--- config.mk ---
export PLATFORM = sky130hd
export DESIGN_NAME = control_sequencer
export DESIGN_NICKNAME = d
export VERILOG_FILES = /design/src/rtl/control_pkg.sv /design/src/rtl/control_rom.sv /design/src/rtl/control_sequencer.sv
export SDC_FILE = /design/constraint.sdc
export NUM_CORES = 1
export LEC_CHECK = 0
export ABC_CLOCK_PERIOD_IN_PS = 4400
export CAP_MARGIN = 15
export CORE_MARGIN = 2
export CORE_UTILIZATION = 43
export DETAILED_ROUTE_END_ITERATION = 10
export PLACE_DENSITY = 0.9
export SYNTH_ARGS = -nofsm -noshare
export SYNTH_HDL_FRONTEND = slang
export SYNTH_SLANG_ARGS = --single-unit
--- constraint.sdc ---
create_clock -name clk -period 4.4 [get_ports clk]
set_input_delay 0.66 -clock clk [delete_from_list [all_inputs] [get_ports clk]]
set_output_delay 0.66 -clock clk [all_outputs]
set_load 0.1 [all_outputs]
--- src/rtl/control_pkg.sv ---
// Shared definitions for the microcoded control unit: opcodes, micro-step
// encodings and the bit layout of the 16-bit control word.
package control_pkg;

   localparam int STEP_W = 3;

   localparam logic [3:0] OP_NOP = 4'h0;
   localparam logic [3:0] OP_LDA = 4'h1;
   localparam logic [3:0] OP_ADD = 4'h2;
   localparam logic [3:0] OP_SUB = 4'h3;
   localparam logic [3:0] OP_STA = 4'h4;
   localparam logic [3:0] OP_LDI = 4'h5;
   localparam logic [3:0] OP_JMP = 4'h6;
   localparam logic [3:0] OP_JC  = 4'h7;
   localparam logic [3:0] OP_JZ  = 4'h8;
   localparam logic [3:0] OP_OUT = 4'hE;
   localparam logic [3:0] OP_HLT = 4'hF;

   typedef enum logic [STEP_W-1:0] {
      T0 = 3'd0,
      T1 = 3'd1,
      T2 = 3'd2,
      T3 = 3'd3,
      T4 = 3'd4
   } step_t;

   localparam int CW_HLT = 15;
   localparam int CW_MI  = 14;
   localparam int CW_RI  = 13;
   localparam int CW_RO  = 12;
   localparam int CW_IO  = 11;
   localparam int CW_II  = 10;
   localparam int CW_AI  = 9;
   localparam int CW_AO  = 8;
   localparam int CW_EO  = 7;
   localparam int CW_SU  = 6;
   localparam int CW_BI  = 5;
   localparam int CW_OI  = 4;
   localparam int CW_CE  = 3;
   localparam int CW_CO  = 2;
   localparam int CW_J   = 1;
   localparam int CW_FI  = 0;

   typedef logic [15:0] ctrl_word_t;

endpackage

--- src/rtl/control_rom.sv ---
// Combinational microcode decode of opcode/step/flags into the control word
// and a last_step marker. JC/JZ execute only when CONDITIONAL_JUMP_EN is defined.
module control_rom
   import control_pkg::*;
(
   input  logic [3:0] opcode,
   input  step_t      step,
   input  logic       carry_flag,
   input  logic       zero_flag,
   output ctrl_word_t word,
   output logic       last_step
);

`ifndef CONDITIONAL_JUMP_EN
   logic flags_unused_s;
   assign flags_unused_s = carry_flag ^ zero_flag;
`endif

   // Microcode table: fetch at T0/T1, per-opcode execute at T2..T4
   always_comb begin
      word      = 16'h0000;
      last_step = 1'b0;
      case (step)
         T0: begin
            word[CW_CO] = 1'b1;
            word[CW_MI] = 1'b1;
         end
         T1: begin
            word[CW_RO] = 1'b1;
            word[CW_II] = 1'b1;
            word[CW_CE] = 1'b1;
            case (opcode)
               OP_LDA, OP_ADD, OP_SUB, OP_STA,
               OP_LDI, OP_JMP, OP_OUT, OP_HLT: last_step = 1'b0;
`ifdef CONDITIONAL_JUMP_EN
               OP_JC, OP_JZ:                   last_step = 1'b0;
`endif
               default:                        last_step = 1'b1;
            endcase
         end
         T2: begin
            case (opcode)
               OP_LDA, OP_ADD, OP_SUB, OP_STA: begin
                  word[CW_IO] = 1'b1;
                  word[CW_MI] = 1'b1;
               end
               OP_LDI: begin
                  word[CW_IO] = 1'b1;
                  word[CW_AI] = 1'b1;
                  last_step   = 1'b1;
               end
               OP_JMP: begin
                  word[CW_IO] = 1'b1;
                  word[CW_J]  = 1'b1;
                  last_step   = 1'b1;
               end
`ifdef CONDITIONAL_JUMP_EN
               // A not-taken branch leaves T2 empty and still ends here
               OP_JC: begin
                  word[CW_IO] = carry_flag;
                  word[CW_J]  = carry_flag;
                  last_step   = 1'b1;
               end
               OP_JZ: begin
                  word[CW_IO] = zero_flag;
                  word[CW_J]  = zero_flag;
                  last_step   = 1'b1;
               end
`endif
               OP_OUT: begin
                  word[CW_AO] = 1'b1;
                  word[CW_OI] = 1'b1;
                  last_step   = 1'b1;
               end
               OP_HLT: begin
                  word[CW_HLT] = 1'b1;
                  last_step    = 1'b1;
               end
               default: last_step = 1'b1;
            endcase
         end
         T3: begin
            case (opcode)
               OP_LDA: begin
                  word[CW_RO] = 1'b1;
                  word[CW_AI] = 1'b1;
                  last_step   = 1'b1;
               end
               OP_ADD, OP_SUB: begin
                  word[CW_RO] = 1'b1;
                  word[CW_BI] = 1'b1;
               end
               OP_STA: begin
                  word[CW_AO] = 1'b1;
                  word[CW_RI] = 1'b1;
                  last_step   = 1'b1;
               end
               default: last_step = 1'b1;
            endcase
         end
         T4: begin
            last_step = 1'b1;
            case (opcode)
               OP_ADD, OP_SUB: begin
                  word[CW_EO] = 1'b1;
                  word[CW_AI] = 1'b1;
                  word[CW_FI] = 1'b1;
                  word[CW_SU] = (opcode == OP_SUB);
               end
               default: word = 16'h0000;
            endcase
         end
         default: last_step = 1'b1;
      endcase
   end

endmodule

--- src/rtl/control_sequencer.sv ---
// Micro-step counter and halt latch around control_rom; gates the control word
// with reset and halt. Optional conditional jumps: define CONDITIONAL_JUMP_EN.
module control_sequencer
   import control_pkg::*;
#(
   parameter int STEPS = 5
) (
   input  logic       clk,
   input  logic       rst,
   input  logic [3:0] opcode,
   input  logic       carry_flag,
   input  logic       zero_flag,
   output logic       hlt,
   output logic       mi,
   output logic       ri,
   output logic       ro,
   output logic       io,
   output logic       ii,
   output logic       ai,
   output logic       ao,
   output logic       eo,
   output logic       su,
   output logic       bi,
   output logic       oi,
   output logic       ce,
   output logic       co,
   output logic       j,
   output logic       fi,
   output logic [2:0] step
);

   localparam logic [2:0] LAST_STEP = 3'(STEPS - 1);

   step_t      step_r;
   logic       halted_r;
   ctrl_word_t rom_word_s;
   logic       last_step_s;
   ctrl_word_t out_word_s;

   control_rom u_rom (
      .opcode     (opcode),
      .step       (step_r),
      .carry_flag (carry_flag),
      .zero_flag  (zero_flag),
      .word       (rom_word_s),
      .last_step  (last_step_s)
   );

   // Step counter and halt latch; HLT freezes the step it was decoded in
   always_ff @(posedge clk or posedge rst) begin
      if (rst) begin
         step_r   <= T0;
         halted_r <= 1'b0;
      end else if (halted_r) begin
         step_r   <= step_r;
         halted_r <= 1'b1;
      end else if (rom_word_s[CW_HLT]) begin
         step_r   <= step_r;
         halted_r <= 1'b1;
      end else if (last_step_s || (step_r >= LAST_STEP)) begin
         step_r   <= T0;
         halted_r <= 1'b0;
      end else begin
         step_r   <= step_t'(step_r + 3'd1);
         halted_r <= 1'b0;
      end
   end

   // Reset and halt override the decoded control word
   always_comb begin
      out_word_s = 16'h0000;
      if (rst) begin
         out_word_s = 16'h0000;
      end else if (halted_r) begin
         out_word_s         = 16'h0000;
         out_word_s[CW_HLT] = 1'b1;
      end else begin
         out_word_s = rom_word_s;
      end
   end

   assign hlt  = out_word_s[CW_HLT];
   assign mi   = out_word_s[CW_MI];
   assign ri   = out_word_s[CW_RI];
   assign ro   = out_word_s[CW_RO];
   assign io   = out_word_s[CW_IO];
   assign ii   = out_word_s[CW_II];
   assign ai   = out_word_s[CW_AI];
   assign ao   = out_word_s[CW_AO];
   assign eo   = out_word_s[CW_EO];
   assign su   = out_word_s[CW_SU];
   assign bi   = out_word_s[CW_BI];
   assign oi   = out_word_s[CW_OI];
   assign ce   = out_word_s[CW_CE];
   assign co   = out_word_s[CW_CO];
   assign j    = out_word_s[CW_J];
   assign fi   = out_word_s[CW_FI];
   assign step = step_r;

endmodule

Word-level counts from Yosys, hierarchy flattened
Memories as Yosys holds them, arrays and structs flattened.
Index checks and enable logic that the tools add are counted.
- bits in registers: 4
- bits in read-only memories: 16
- input bits: 8
- output and inout bits: 19
- logic and storage cells: 58
- memories: 1
- memories (name ; depth ; width ; read ports ; clocked after memory_dff ; wr ports ; line ; text):
    (name not given) ; 16 ; 1 ; 1 ; 0 ; 0 ; control_rom.sv:32 ; case (opcode)
- add/sub/neg operators: 1
- magnitude comparators: 1
- equality and inequality tests: 12
- mux-type cells: 32
- bitwise gates (word level): 2
- reductions and logical operators: 7
- operators by type and width (kind ; count):
    16-bit two-way mux ; 2
    1-bit two-way mux ; 23
    4-bit by 3-bit equality test with 1-bit output (second input constant) ; 3
    4-bit by 2-bit equality test with 1-bit output (second input constant) ; 2
    4-bit equality test (second input constant) ; 2
    3-bit by 2-bit equality test with 1-bit output (second input constant) ; 2
    2-bit case mux with 3 select lines ; 1
    6-bit OR reduction ; 1
    4-bit by 1-bit equality test with 1-bit output (second input constant) ; 1
    2-bit two-way mux ; 2
    1-bit case mux with 2 select lines ; 2
    1-bit case mux with 4 select lines ; 1
    4-bit OR reduction ; 1
    3-bit by 1-bit adder with 3-bit output (second input constant) ; 1
    3-bit by 1-bit equality test with 1-bit output (second input constant) ; 1
    3-bit equality test (second input constant) ; 1
    3-bit >= comparator (second input constant) ; 1
    3-bit logical NOT ; 1
    3-bit two-way mux ; 1
    3-bit OR reduction ; 1
    1-bit NOT ; 2
    2-bit AND reduction ; 1
    2-bit OR reduction ; 1
    1-bit logical OR ; 1

Depth between registers and ports, before layout
Gate-level depths: netlist of the first run.
- depth in word-level cells: 6
- mapped depth: 7
- gate-level depth less buffers: 6

Hierarchy
From an unflattened synthesis of the first run, not the netlist that was laid out.
- cell total of the unflattened synthesis: 77
- area total of the unflattened synthesis: 588.1 sq um
- by module, submodules not included (module ; instances ; cells each ; area an instance (sq um) ; sequential area each (sq um)):
    control_rom ; 1 ; 45 ; 299.0 ; 0.0
    control_sequencer ; 1 ; 32 ; 289.0 ; 100.1

Worst setup path before layout of the first run
Ideal clock, no wire load.
- path type: register to output
- start: reg step_r[0] (netlist: step[0])
- end: out su
- data arrival time: 5.233 ns
- data required time: 3.740 ns
- setup slack: -1.493 ns
- cell stages (with the launch flop): 6
- path buffers: 0
- cell sequence: dfrtp_1 -> inv_1 -> ha_1 -> nand2_1 -> nor4_1 -> and2_1
- cells in the longest elaborated chain, start to end: 4
- ends and longest elaborated chain (what ; line ; text):
    start, declared ; control_sequencer.sv:34 ; step_t step_r;
    start signal, assigned ; control_sequencer.sv:55 ; step_r <= step_r;
    start signal, assigned ; control_sequencer.sv:58 ; step_r <= step_r;
    start signal, assigned ; control_sequencer.sv:64 ; step_r <= step_t'(step_r + 3'd1);
    3-bit equality test ; control_rom.sv:23 ; case (step)
    2-bit two-way mux ; control_rom.sv:23 ;
    16-bit two-way mux ; control_sequencer.sv:74 ; end else if (halted_r) begin
    16-bit two-way mux ; control_sequencer.sv:72 ; if (rst) begin
    end, declared ; control_sequencer.sv:22 ; output logic su,
Every way passes these cells.

Worst setup path in the final report of the first run
- start: in opcode[2]
- end: out ao
- cells in the longest elaborated chain, start to end: 5
- elaborated cells on any way between the ends: 7
- classes of those cells: 2 x eq/ne; 5 x mux
- ends and longest elaborated chain (what ; line ; text):
    start, declared ; control_sequencer.sv:10 ; input logic [3:0] opcode,
    4-bit by 3-bit equality test with 1-bit output or 4-bit equality test (tied branches) ; control_rom.sv:83, control_rom.sv:42 ;
    1-bit two-way mux, on equally long branches ; control_rom.sv:83, control_rom.sv:42 ;
    2-bit case mux with 3 select lines * ; control_rom.sv:23 ;
    16-bit two-way mux * ; control_sequencer.sv:74 ;
    16-bit two-way mux * ; control_sequencer.sv:72 ;
    end, declared ; control_sequencer.sv:20 ; output logic ao,
Mark *: on every way between the ends. The rest lies on a longest branch, timed or not.

==> out/metrics.yaml, run 1 <==
synthesis:
  syn_area_per_cell_sq_um: 7.15
  synthesis.yosys.warnings: 0
  syn-num-nets: 93
  synthDistinctLibCells: 28
  synthArstFlopShare: 1.00
  synth_top_cells_by_area: "sky130_fd_sc_hd__dfrtp_1 (18%), sky130_fd_sc_hd__ha_1 (11%), sky130_fd_sc_hd__nand2_1 (7.2%)"
  syn_inst: 80
  post_synth_most_frequent_cells: "sky130_fd_sc_hd__nand2_1 (11), sky130_fd_sc_hd__nor2_1 (9), sky130_fd_sc_hd__inv_1 (7)"
  synth-seq-cells: 4
  synth.most_common_cell: "sky130_fd_sc_hd__nand2_1"
  synth_top_flop_cell: "sky130_fd_sc_hd__dfrtp_1"
  yosys.area.top_type_share: 0.175
  synth_enable_flop_cells: 0
  mappedNetlistArea_sq_um: 572
  synth_top_area_cell: "sky130_fd_sc_hd__dfrtp_1"
  part_of_the_yosys_area_used_for_sequential_elements: 0.175
worst_setup_path:
  crit_path_start_kind: "input port"
  critical_path_buf_inv_count: 2
  cp_cell_sequence: "clkdlybuf4s50_1 -> nand4_1 -> or3_1 -> a21oi_1 -> buf_4"
  criticalPathCategory: "in2out"
  cp_slowest_cell: "sky130_fd_sc_hd__clkdlybuf4s50_1"
  critPathArrivalTime_ns: 2.46
  critical-path-max-stage-delay_ns: 0.70
  worstPathRequired_ns: 3.74
  endpoint_kind: "output port"
  cp_max_fo: 13
  cell_family_contributing_the_most_delay_on_the_critical_path: "buffers and inverters"
run_status:
  run_status: "finished clean"
global_routing:
  largest_net_degree_at_the_start_of_global_routing: 14
  wire_length_of_the_first_global_routing_pass_um: 2040
  grt_pass1_vias: 463
  number_of_antenna_violations_at_the_first_check_in_global_routing: 0
  global_route.overflow_total: 0
  global_route.usage.total: 0.190
final_layout:
  finalNetCount: 116
  fin_area_sq_um: 791
  area_growth_syn_to_layout_pct: 38.3
  layout-drive-gt1-share: 0.248
  insertedDiodeCount: 0
routing:
  num_vias: 627
  met2RoutedLength_um: 643
  highest_layer: "met4"
  route.layer.met1.wl_um: 604
  detailedRoute.firstPassIterationCount: 4
  count_of_nets_left_with_antenna_violations_after_detail_routing: 0
  drcViolationCount: 0
  wirelength_um: 1360
  route.detailed.wl_per_inst_um: 11.7
  drt_iter0_drc: 13
  met3_wirelength_um: 95
  post_drt_via_cell_ratio: 5.41
floorplanning:
  initial_core_util: 0.451
  io-pin-count: 27
  design.die.area_sq_um: 1640
  core.rowCount: 13
  die_height_um: 40.5
  floorplan.core_area_sq_um: 1270
  dieWidth_um: 40.5
clock_network:
  clk_path_buf_depth: 2
  clock_sink_count: 4
  cts_hold_repair.buffers: 0
  worstSkewPairLatency_ns: 0.24
  cts_setup_buffers: 0
  postCtsResizedCells: 0
  clk_pin_slew_worst_paths_ns: 0.03
  cts-htree-levels: 1
  cts_buffers: 3
  cts_root_buf: "sky130_fd_sc_hd__clkbuf_4"
  tritoncts: "built"
place:
  post_dp_cell_area_sq_um: 768
  routabilityCongestion: 0.763
  portBuffers: 24
  dp_hpwl_um: 1030
power:
  irDropWorstVdd_mv: 0.473
  design_power_total_uw: 582
  static-leakage-power_uw: 0.000346
  pwr_density_cell_nw_per_um2: 736
sta:
  final_setup_violations: 0
  minimum_clock_period_after_layout_ns: 3.12
  final.hold.worst_slack_ns: 0.565
  finalHoldViolCount: 0
  max_slew.worst_pin.slew_ns: 0.965
  maxClockFrequency_mhz: 320
  final-max-slew-violation-count: 0
  clock_skew_ns: 0.00783
  totalNegativeSetupSlack_ns: 0
  min_period_over_period: 0.709
  grt_setup_unrepaired: "no"
  worst_slew_margin_rel: 0.355
job:
  cap_viol_max_count: 0
worst_hold_path:
  worstHoldPathType: "reg2reg"
-- stage by stage --
| stage | utilization | setup WS [ns] | cells |
|---|---|---|---|
| final | 0.623 | 1.28 | 116 |
| after global routing | 0.623 | 1.16 | 116 |
| after CTS | 0.623 | 1.27 | 116 |
| after detailed placement | 0.606 | 1.28 | 113 |
| after global placement | 0.606 | 1.31 | 113 |
| after floorplan | - | 0.0544 | 80 |
-- cell usage in the layout, fill, tap and decap left out, types with 4 or more instances in the layout --
cell                              count
sky130_fd_sc_hd__ha_1                 5
sky130_fd_sc_hd__nand2_1             11
sky130_fd_sc_hd__and2_1               4
sky130_fd_sc_hd__inv_1                7
sky130_fd_sc_hd__clkdlybuf4s50_1      8
sky130_fd_sc_hd__buf_4               16
sky130_fd_sc_hd__nor3_1               4
sky130_fd_sc_hd__nor2_1               9
sky130_fd_sc_hd__dfrtp_1              4
-- sequential cells by signal, indices dropped and copies added, names as in the netlist --
register,count
step,3
halted_r,1
-- layout make-up --
class                           count  area [sq um]
Sequential cell                     4           100
Inverter                            7          26.3
Timing Repair Buffer               24           200
Fill cell                         119           478
Clock buffer                        3          22.5
Tap cell                           15          18.8
Multi-Input combinational cell     63           423
-- worst reg2reg max path, delay by kind of cell, from the launching register on --
family	cells	cell delay, ns
buffers and inverters	1	0.10
adders and majority gates	1	0.28
AOI/OAI and AO/OA	2	0.31
DFF	1	0.47
and+or+nand+nor	2	0.71
-- routing by layer --
layer	global-route usage	up-vias
li1	-	318
met2	0.270	22
met4	0.125	0
met5	0	-
met3	0.0333	2
met1	0.257	285
-- where the power goes --
part	switching [uW]	internal [uW]	total (uW)
sequential	34.7	54.0	88.7
clock	15.3	30.5	45.8
combinational	323	125	447
total	373	209	582
-- cells by family after synthesis --
logic type	Yosys count	share of synthesized area
simple gates	44	0.409
buf+inv	13	0.129
flops	4	0.175
fa+ha+maj	5	0.109
compound gates	14	0.177
-- final timing paths --
path	cells after the start	slack, ns	endpoint	start
worst max-delay path	5	1.28	ao	opcode[2]
worst min-delay path	2	0.57	step[1]	step[1]
worst max register to register	6	2.41	step[1]	step[0]
worst min register to register	2	0.57	step[1]	step[1]
max in group asynchronous	2	3.40	step[1]	rst
min in group asynchronous	2	0.84	step[2]	rst
Power figures use the tool's default switching activity.
==> run 2: changes to the inputs <==
--- a/config.mk
+++ b/config.mk
@@ -5,12 +5,12 @@
 export SDC_FILE = /design/constraint.sdc
 export NUM_CORES = 1
 export LEC_CHECK = 0
-export ABC_CLOCK_PERIOD_IN_PS = 4400
+export ABC_CLOCK_PERIOD_IN_PS = 2700
 export CAP_MARGIN = 15
 export CORE_MARGIN = 2
-export CORE_UTILIZATION = 43
+export CORE_UTILIZATION = 36
 export DETAILED_ROUTE_END_ITERATION = 10
-export PLACE_DENSITY = 0.9
+export PLACE_DENSITY = 0.81
 export SYNTH_ARGS = -nofsm -noshare
 export SYNTH_HDL_FRONTEND = slang
 export SYNTH_SLANG_ARGS = --single-unit
==> constraint.sdc (replaced) <==
create_clock -name clk -period 2.7 [get_ports clk]
set_input_delay 0.405 -clock clk [delete_from_list [all_inputs] [get_ports clk]]
set_output_delay 0.405 -clock clk [all_outputs]
set_load 0.1 [all_outputs]
==> out/metrics.yaml, run 2 (synthesis results as in run 1) <==
sta:
  final_setup_violations: 0  # unchanged
  min_period_over_period: 0.953
  worst_slew_margin_rel: 0.679  # was 0.355
  maxClockFrequency_mhz: 389
  clock_skew_ns: 0.00442  # was 0.00783 ns
  grt_setup_unrepaired: "no"  # unchanged
  finalHoldViolCount: 0  # unchanged
  totalNegativeSetupSlack_ns: 0  # unchanged
  final-max-slew-violation-count: 0  # unchanged
  setup_ws_ns: 0.126  # was 1.28 ns
  minimum_clock_period_after_layout_ns: 2.57
  max_slew.worst_pin.slew_ns: 0.478  # was 0.965 ns
floorplanning:
  design.die.area_sq_um: 1920  # was 1640 sq um
  core.rowCount: 14  # was 13
  die_height_um: 43.9  # was 40.5 um
  floorplan.core_area_sq_um: 1490  # was 1270 sq um
  io-pin-count: 27  # unchanged
  dieWidth_um: 43.9  # was 40.5 um
  initial_core_util: 0.384  # was 0.451
worst_setup_path:
  reg2reg_setup_slack_ns: 0.72  # was 2.41 ns
  criticalPathCategory: "reg2out"  # was in2out
  cp_max_fo: 8  # was 13
  reg2reg_to: "step[2]"  # was step[1]
  worstPathRequired_ns: 2.30  # was 3.74 ns
  endpoint_kind: "output port"  # unchanged
  rr_worst_depth: 6  # unchanged
  crit_path_start_kind: "flip-flop"  # was input port
  critPathArrivalTime_ns: 2.17  # was 2.46 ns
  worstReg2RegStart: "step[0]"  # unchanged
global_routing:
  number_of_antenna_violations_at_the_first_check_in_global_routing: 0  # unchanged
  grt_pass1_vias: 645  # was 463
  grt.met3_usage: 0.0458  # was 0.0333
  global_route.overflow_total: 0  # unchanged
  largest_net_degree_at_the_start_of_global_routing: 13  # was 14
  global_route.usage.total: 0.196  # was 0.190
  gr-usage-met2: 0.324  # was 0.270
  grt.met1_usage: 0.216  # was 0.257
  top_usage_layer: "met2"  # unchanged
  wire_length_of_the_first_global_routing_pass_um: 2790  # was 2040 um
final_layout:
  area_growth_syn_to_layout_pct: 94.3  # was 38.3%
  mostFrequentLayoutCells: "sky130_fd_sc_hd__buf_12 (16), sky130_fd_sc_hd__nand2_1 (10), sky130_fd_sc_hd__buf_4 (8)"  # was sky130_fd_sc_hd__buf_4 (16), sky130_fd_sc_hd__nand2_1 (11), sky130_fd_sc_hd__nor2_1 (9)
  num-fill-cells: 98  # was 119
  area.sequential_sq_um: 109  # was 100 sq um
  layout.cells.most_common: "sky130_fd_sc_hd__buf_12"  # was sky130_fd_sc_hd__buf_4
  multi_input_area_sq_um: 494  # was 423 sq um
  finalNetCount: 121  # was 116
  insertedDiodeCount: 0  # unchanged
  max_reg_flops: 3  # unchanged
  layout-drive-gt1-share: 0.449  # was 0.248
routing:
  drt_iter0_drc: 21  # was 13
  detailedRoute.firstPassIterationCount: 4  # unchanged
  count_of_nets_left_with_antenna_violations_after_detail_routing: 0  # unchanged
  drcViolationCount: 0  # unchanged
  num_vias: 684  # was 627
  route.detailed.wl_per_inst_um: 13.6  # was 11.7 um
  post_drt_via_cell_ratio: 5.56  # was 5.41
  wirelength_um: 1680  # was 1360 um
place:
  dp_hpwl_um: 1380  # was 1030 um
  pre_cts_ws_ns: 0.236  # was 1.28 ns
  portBuffers: 24  # unchanged
  routabilityCongestion: 0.771  # was 0.763
clock_network:
  cts-htree-levels: 1  # unchanged
  postCtsResizedCells: 0  # unchanged
  clk_path_buf_depth: 2  # unchanged
  worstSkewPairLatency_ns: 0.24  # about the same
  cts_setup_buffers: 0  # unchanged
  cts_root_buf: "sky130_fd_sc_hd__clkbuf_4"  # unchanged
  clk_pin_slew_worst_paths_ns: 0.04  # was 0.03 ns
  cts_hold_repair.buffers: 0  # unchanged
  tritoncts: "built"  # unchanged
  clock_sink_count: 4  # unchanged
  cts_buffers: 3  # unchanged
run_status:
  run_status: "finished clean"  # unchanged
power:
  irDropWorstVdd_mv: 0.784  # was 0.473 mV
  design_power_total_uw: 1130  # was 582 uW
  pwr_density_cell_nw_per_um2: 1020  # was 736 nW/um^2
  static-leakage-power_uw: 0.000438  # was 0.000346 uW
worst_hold_path:
  worstHoldPathType: "in2async"  # was reg2reg
job:
  cap_viol_max_count: 0  # unchanged
run 2: area by class of cell:
class	instances	share of cell area
inverter	7	0.0282
multi-input combinational	63	0.445
tap	16	0.0180
timing repair buffer	29	0.387
sequential	4	0.0980
clock buffer	4	0.0236
run 2: report_power, final:
part           switching, uW  internal (uW)  total (uW)
Sequential              77.1           97.2         174
Combinational            572            299         871
Clock                   27.2           55.6        82.8
Total                    676            452        1130
run 2: how the worst max path moves through the flow:
stage               slack, ns  cells after the start  startpoint  endpoint
finish                   0.13                      6     step[0]        ao
global route             0.03                      6     step[0]        ao
CTS                      0.12                      6     step[0]        oi
detailed placement       0.24                      5   opcode[0]        mi
global placement         0.30                      5   opcode[0]        mi
floorplan               -0.32                      5     step[0]        su
run 2: through the flow:
stage	hold slack (ns)	utilization	instances	instance area (sq um)
5_1_grt	0.589	0.746	123	1110
3_3_place_gp	0.578	0.729	119	1080
6_report	0.565	0.746	123	1110
2_1_floorplan	0.176	-	80	682
4_1_cts	0.573	0.746	123	1110
3_5_place_dp	0.592	0.729	119	1080
run 2: critical path, stage by stage (launching register included):
cell                      delay [ns]
sky130_fd_sc_hd__dfrtp_4        0.52
sky130_fd_sc_hd__inv_4          0.08
sky130_fd_sc_hd__ha_1           0.26
sky130_fd_sc_hd__nand4_1        0.23
sky130_fd_sc_hd__or3_1          0.45
sky130_fd_sc_hd__a21oi_4        0.20
sky130_fd_sc_hd__buf_12         0.19
run 2: metal layers:
layer / wire (um) / part of all wire / up-vias
met5: 0 / 0 / -
met4: 61 / 0.036 / 0
met3: 107 / 0.064 / 10
met1: 645 / 0.38 / 306
li1: - / - / 333
met2: 862 / 0.51 / 35
